## src/rtl/execute_stage.sv

```systemverilog
// execute_stage: EX stage of the 5-stage RV32I pipeline.
// Selects forwarded operands, computes the ALU result, the branch/jump
// target and the PC-source select for the fetch stage, and registers the
// values the MEM stage needs in the EX/MEM pipeline register.
// PCSrcE, PCTargetE and ALUResultE are combinational; every *M output is
// registered.
module execute_stage #(
    parameter int WIDTH = 32              // datapath width; only 32 is supported
) (
    input  logic             clk,
    input  logic             rst,          // asynchronous, active-low
    input  logic             StallM,       // hold the EX/MEM register
    input  logic             FlushM,       // synchronous bubble into EX/MEM
    input  logic [WIDTH-1:0] RD1E,
    input  logic [WIDTH-1:0] RD2E,
    input  logic [WIDTH-1:0] ExtImmE,
    input  logic [WIDTH-1:0] PCE,
    input  logic [WIDTH-1:0] PCPlus4E,
    input  logic [4:0]       RdE,
    input  logic [2:0]       ALUControlE,
    input  logic [1:0]       BranchE,
    input  logic             JumpE,
    input  logic             JalrE,
    input  logic             LuiE,
    input  logic             ALUSrcE,
    input  logic             RegWriteE,
    input  logic             MemWriteE,
    input  logic [1:0]       ResultSrcE,
    input  logic [1:0]       ForwardAE,
    input  logic [1:0]       ForwardBE,
    input  logic [WIDTH-1:0] ResultW,
    output logic [1:0]       PCSrcE,
    output logic [WIDTH-1:0] PCTargetE,
    output logic [WIDTH-1:0] ALUResultE,
    output logic [WIDTH-1:0] ALUResultM,
    output logic [WIDTH-1:0] WriteDataM,
    output logic [WIDTH-1:0] PCPlus4M,
    output logic [4:0]       RdM,
    output logic             RegWriteM,
    output logic             MemWriteM,
    output logic [1:0]       ResultSrcM
);

    // Shift amount width: srl only looks at the low log2(WIDTH) bits of SrcB.
    localparam int SHAMT_W = $clog2(WIDTH);

    // ALU operation encoding carried on ALUControlE.
    typedef enum logic [2:0] {
        ALU_ADD  = 3'b000,
        ALU_SUB  = 3'b001,
        ALU_AND  = 3'b010,
        ALU_OR   = 3'b011,
        ALU_XOR  = 3'b100,
        ALU_SLT  = 3'b101,
        ALU_SLTU = 3'b110,
        ALU_SRL  = 3'b111
    } alu_op_e;

    // Forwarding source select; code 11 is treated like 00 (register file).
    typedef enum logic [1:0] {
        FWD_REG     = 2'b00,
        FWD_WB      = 2'b01,
        FWD_MEM     = 2'b10,
        FWD_REG_ALT = 2'b11
    } fwd_sel_e;

    // Conditional branch kind.
    typedef enum logic [1:0] {
        BR_NONE = 2'b00,
        BR_BEQ  = 2'b01,
        BR_BNE  = 2'b10,
        BR_BLT  = 2'b11
    } branch_e;

    // Next-PC source presented to the fetch-stage PC mux.
    typedef enum logic [1:0] {
        PC_PLUS4  = 2'b00,
        PC_TARGET = 2'b01,
        PC_JALR   = 2'b10
    } pc_src_e;

    logic [WIDTH-1:0] src_a;
    logic [WIDTH-1:0] src_b;
    logic [WIDTH-1:0] write_data_e;
    logic [WIDTH-1:0] sum;
    logic [WIDTH-1:0] diff;
    logic [WIDTH-1:0] alu_out;
    logic             operands_eq;
    logic             operands_lt;
    logic             branch_taken;
    pc_src_e          pc_src;

    // Operand A: pick register value, writeback value or the EX/MEM result.
    always_comb begin
        unique case (fwd_sel_e'(ForwardAE))
            FWD_WB:  src_a = ResultW;
            FWD_MEM: src_a = ALUResultM;
            default: src_a = RD1E;
        endcase
    end

    // Operand B before the immediate mux; this is also the store data.
    always_comb begin
        unique case (fwd_sel_e'(ForwardBE))
            FWD_WB:  write_data_e = ResultW;
            FWD_MEM: write_data_e = ALUResultM;
            default: write_data_e = RD2E;
        endcase
    end

    assign src_b = ALUSrcE ? ExtImmE : write_data_e;

    // Shared adder/subtractor; the sum also feeds the jalr target.
    assign sum  = src_a + src_b;
    assign diff = src_a - src_b;

    // ALU operation select.
    always_comb begin
        // NOTE: a default before the case keeps every path assigned, so no latch is inferred.
        alu_out = sum;
        unique case (alu_op_e'(ALUControlE))
            ALU_ADD:  alu_out = sum;
            ALU_SUB:  alu_out = diff;
            ALU_AND:  alu_out = src_a & src_b;
            ALU_OR:   alu_out = src_a | src_b;
            ALU_XOR:  alu_out = src_a ^ src_b;
            ALU_SLT:  alu_out = {{(WIDTH-1){1'b0}}, ($signed(src_a) < $signed(src_b))};
            ALU_SLTU: alu_out = {{(WIDTH-1){1'b0}}, (src_a < src_b)};
            ALU_SRL:  alu_out = src_a >> src_b[SHAMT_W-1:0];
            default:  alu_out = sum;
        endcase
    end

    // Final EX result: lui passes the immediate, jalr forces an even target.
    always_comb begin
        if (LuiE) begin
            ALUResultE = ExtImmE;
        end else if (JalrE) begin
            ALUResultE = sum & ~{{(WIDTH-1){1'b0}}, 1'b1};
        end else begin
            ALUResultE = alu_out;
        end
    end

    // Branches compare the two register operands, never the immediate.
    assign operands_eq = (src_a == write_data_e);
    assign operands_lt = ($signed(src_a) < $signed(write_data_e));

    // Branch resolution from the branch kind and the operand comparison.
    always_comb begin
        unique case (branch_e'(BranchE))
            BR_BEQ:  branch_taken = operands_eq;
            BR_BNE:  branch_taken = !operands_eq;
            BR_BLT:  branch_taken = operands_lt;
            default: branch_taken = 1'b0;
        endcase
    end

    // PC-source select: jalr wins over jal and over a taken branch.
    always_comb begin
        if (JalrE) begin
            pc_src = PC_JALR;
        end else if (JumpE || branch_taken) begin
            pc_src = PC_TARGET;
        end else begin
            pc_src = PC_PLUS4;
        end
    end

    assign PCSrcE    = pc_src;
    assign PCTargetE = PCE + ExtImmE;

    // EX/MEM pipeline register: async clear, then flush, then stall, else load.
    always_ff @(posedge clk or negedge rst) begin
        if (!rst) begin
            // NOTE: sequential state uses non-blocking assignments so every register samples pre-edge values.
            ALUResultM <= '0;
            WriteDataM <= '0;
            PCPlus4M   <= '0;
            RdM        <= '0;
            RegWriteM  <= 1'b0;
            MemWriteM  <= 1'b0;
            ResultSrcM <= '0;
        end else if (FlushM) begin
            ALUResultM <= '0;
            WriteDataM <= '0;
            PCPlus4M   <= '0;
            RdM        <= '0;
            RegWriteM  <= 1'b0;
            MemWriteM  <= 1'b0;
            ResultSrcM <= '0;
        end else if (!StallM) begin
            ALUResultM <= ALUResultE;
            WriteDataM <= write_data_e;
            PCPlus4M   <= PCPlus4E;
            RdM        <= RdE;
            RegWriteM  <= RegWriteE;
            MemWriteM  <= MemWriteE;
            ResultSrcM <= ResultSrcE;
        end
    end

endmodule

```

## config.mk

```make
export PLATFORM = sky130hd
export DESIGN_NAME = execute_stage
export DESIGN_NICKNAME = d
export VERILOG_FILES = /design/src/rtl/execute_stage.sv
export SDC_FILE = /design/constraint.sdc
export NUM_CORES = 1
export LEC_CHECK = 0
export CORE_ASPECT_RATIO = 1.75
export CORE_UTILIZATION = 30
export CTS_CLUSTER_DIAMETER = 120
export DETAILED_ROUTE_END_ITERATION = 12
export GPL_ROUTABILITY_DRIVEN = 0
export GPL_TIMING_DRIVEN = 0
export PLACE_DENSITY_LB_ADDON = 0.25
export SLEW_MARGIN = 25
export SYNTH_ARGS = -nofsm -noshare
export SYNTH_HDL_FRONTEND = slang
export SYNTH_SLANG_ARGS = --single-unit
```

## constraint.sdc

```tcl
create_clock -name clk -period 13.5 [get_ports clk]
set_input_delay 4.05 -clock clk [delete_from_list [all_inputs] [get_ports clk]]
set_output_delay 4.05 -clock clk [all_outputs]
set_load 0.01 [all_outputs]
```

==> impl_metrics.tcl <==
set metrics [dict create \
    status "finished, violations left" \
    violations "negative setup slack" \
    p_int_uw 951 \
    max_freq_mhz 73.4 \
    core_um2 49900 \
    synth_nets 2482 \
    h-tree-depth 3 \
    synth_top_family_by_area "compound AO/OA/AOI/OAI gates" \
    wirelength_um 88300 \
    reg2reg_slack_ns 8.58 \
    start_util 0.306 \
    ys_seq_area_frac 0.172 \
    path_clk_slew_ns 0.08 \
    grt_max_degree 69 \
    hold_violations 0 \
    power.density_nw_per_um2 88.6 \
    grt_pass1_vias 19063 \
    setup_violations 4 \
    async_reset_ff_frac 1.00 \
    rsz0062_at_grt "yes" \
    critical_path_class "in -> out" \
    cts_made_buffers 9 \
    worst_pin_slew_ns 1.12 \
    fp-row-count 108 \
    wl_met3_um 7960 \
    synthCells 2098 \
    endpoint "ALUResultE[5]" \
    crit_fanout 10 \
    max_cap_viol_count 0 \
    drive_above_1_share 0.0896 \
    wl_met2_um 42600 \
    yosys-mux-area-fraction 0.0815 \
    crit_required_ns 9.45 \
    ys.flop_type "dfrtp_1" \
    finalCritPeriodShare 1.01 \
    grt_pass1_wl_um 126000 \
    cts.sinks 105 \
    synth_top_area_share 0.172 \
    synth_cell_type_count 91 \
    grt_overflow 0 \
    clock-skew-final_ns 0.0168 \
    die-area_um2 51700 \
    setup.worst_path.start "ForwardAE[0]" \
    yosysTopAreaCell "dfrtp_1" \
    startpoint_type "input port" \
    relSlewSlack 0.254 \
    cts_tree "done" \
    syn_area_per_cell_um2 7.26 \
    slew_viol_final 0 \
    r2r-end "ALUResultM[22]" \
    cp-end-kind "output port" \
    port_buffers 383 \
    power_leakage_uw 0.00894 \
    holdBufCountCts 0 \
    first_pass_iters 7 \
    grtUsageTotal 0.335 \
    nNetsFinal 2889 \
    num_vias 19132 \
    preCtsSetupSlack_ns -1.58 \
    dieHeight_um 300 \
    fin_util 0.422 \
    ir_drop_mv 0.104 \
    p_sw_frac 0.490 \
    drc 0 \
    syn_to_final_growth_pct 38.0 \
    finalCriticalPeriod_ns 13.62 \
    cts-root-buf "clkbuf_16" \
    drt_iter0_drc 2109 \
    regToRegStartpoint "ALUResultM[1]" \
    viasPerCell 6.02 \
    pin_count 389 \
    switchingPower_uw 913 \
    synthAdderAreaFrac 0.138 \
    antenna_left 0 \
    synth_warnings 0 \
    worstPathArrival_ns 9.57 \
    yosys-top-cells-count "280 x nor2_1, 198 x a21oi_1, 195 x nand2_1" \
    p_seq_frac 0.191 \
    reg2regPathDepth 17 \
    wl_met1_um 28700 \
    routed.top_layer "met5" \
    synthTopCellsByArea "dfrtp_1 17%, ha_1 13%, mux2i_1 7.6%" \
    finalPower_uw 1860 \
    syn_area_um2 15200 \
    yosys.area_share.simple 0.193 \
    wl_per_cell_um 27.8 \
    die_w_um 172 \
    fin_ws_ns -0.120 \
    hp-class "reg -> reg" \
    synth_edf_count 0 \
    clk_path_buf_depth 2 \
    power_frac_comb 0.659 \
    antenna_found_initial 8 \
    clock_power_share 0.150 \
    dp_hpwl_um 71900 \
    ys_ff_latch 105 \
    synth-xor-area-share 0.0333 \
    synth_compound_area_frac 0.311 \
    synth_most_common_cell "nor2_1" \
    clk-insertion-delay-late_ns 0.37 \
]
[cell usage in the layout, fill, tap and decap left out, types with 23 or more instances in the layout]
cell type        instances
a21o_1                  31
a21oi_2                 24
nor3_1                  28
a21oi_1                174
buf_2                   27
nand2_1                193
clkdlybuf4s50_1        381
buf_4                   27
nand3_1                 29
ha_1                   159
mux2i_1                116
o21a_1                  30
clkbuf_1                62
nor2_1                 277
nor2b_1                 23
xnor2_1                 44
a22oi_1                 62
a211oi_1                26
o21ai_0                111
dfrtp_1                105
nand2b_1                29
inv_1                  110
o21ai_1                 47
[kinds of logic after synthesis]
group | Yosys count
AO/OA/AOI/OAI | 721
XOR/XNOR | 58
adder cells (fa/ha/maj) | 166
buffers and inverters | 258
flip-flops | 105
multiplexers | 122
AND/OR/NAND/NOR | 668
[state kept, by name (all words and copies together) (netlist names)]
name / flops
ALUResultM: 32
MemWriteM: 1
RegWriteM: 1
RdM: 5
WriteDataM: 32
ResultSrcM: 2
PCPlus4M: 32
[routing by layer]
| metal | global-route usage | vias to the layer above |
|---|---|---|
| met5 | 0 | - |
| met4 | 0.290 | 2 |
| met3 | 0.0767 | 435 |
| met2 | 0.573 | 1311 |
| met1 | 0.340 | 8975 |
| li1 | - | 8409 |
[critical path: stages]
cell             delay [ns]
clkdlybuf4s50_1        0.50
inv_1                  0.05
ha_1                   0.27
buf_2                  0.26
clkbuf_1               0.43
nand2_1                0.10
o21ai_1                0.49
mux2i_1                0.35
o21ai_1                0.68
a21oi_1                0.21
a211oi_1               0.77
nor4_1                 0.12
a221oi_1               0.49
a21o_1                 0.17
clkdlybuf4s50_1        0.62
[through the flow]
step	std cells	cell area [um^2]	hold slack, ns	TNS (ns)
after floorplan	2098	15200	0.551	0
after global placement	3141	19900	0.499	-23.58
after detailed placement	3143	19900	0.511	-21.80
after CTS	3167	20600	0.524	0
after global routing	3177	21000	0.546	-0.273
final	3178	21000	0.524	-0.231
[power by group through the flow]
| stage | clock [uW] | sequential [uW] | combinational (uW) |
|---|---|---|---|
| floorplan | 0 | 365 | 626 |
| global placement | 0 | 362 | 1100 |
| detailed placement | 0 | 362 | 1110 |
| CTS | 284 | 356 | 1150 |
| global route | 293 | 358 | 1280 |
| finish | 280 | 356 | 1230 |
[area by class of cell]
type	count	area, um^2
Antenna cell	8	20.0
Buffer	131	686
Clock buffer	9	225
Clock inverter	7	80.1
Fill cell	5105	28800
Inverter	116	437
Multi-Input combinational cell	1735	12100
Sequential cell	105	2630
Tap cell	660	826
Timing Repair Buffer	407	4040
[worst min path at each step]
stage,end,from,cells past startpoint
floorplan,WriteDataM[10],WriteDataM[10],2
global placement,WriteDataM[12],WriteDataM[12],2
detailed placement,WriteDataM[22],WriteDataM[22],2
CTS,WriteDataM[22],WriteDataM[22],2
global route,WriteDataM[22],WriteDataM[22],2
finish,WriteDataM[22],WriteDataM[22],2
[what timing repair did]
| action | 4_1_cts | 5_1_grt |
|---|---|---|
| endpoints found under the setup margin | 28 | 23 |
| pin swaps | 10 | 12 |
| resized for setup | 91 | 92 |
| buffers inserted | 10 | 12 |
No activity file was read; power rests on OpenSTA's default activity.
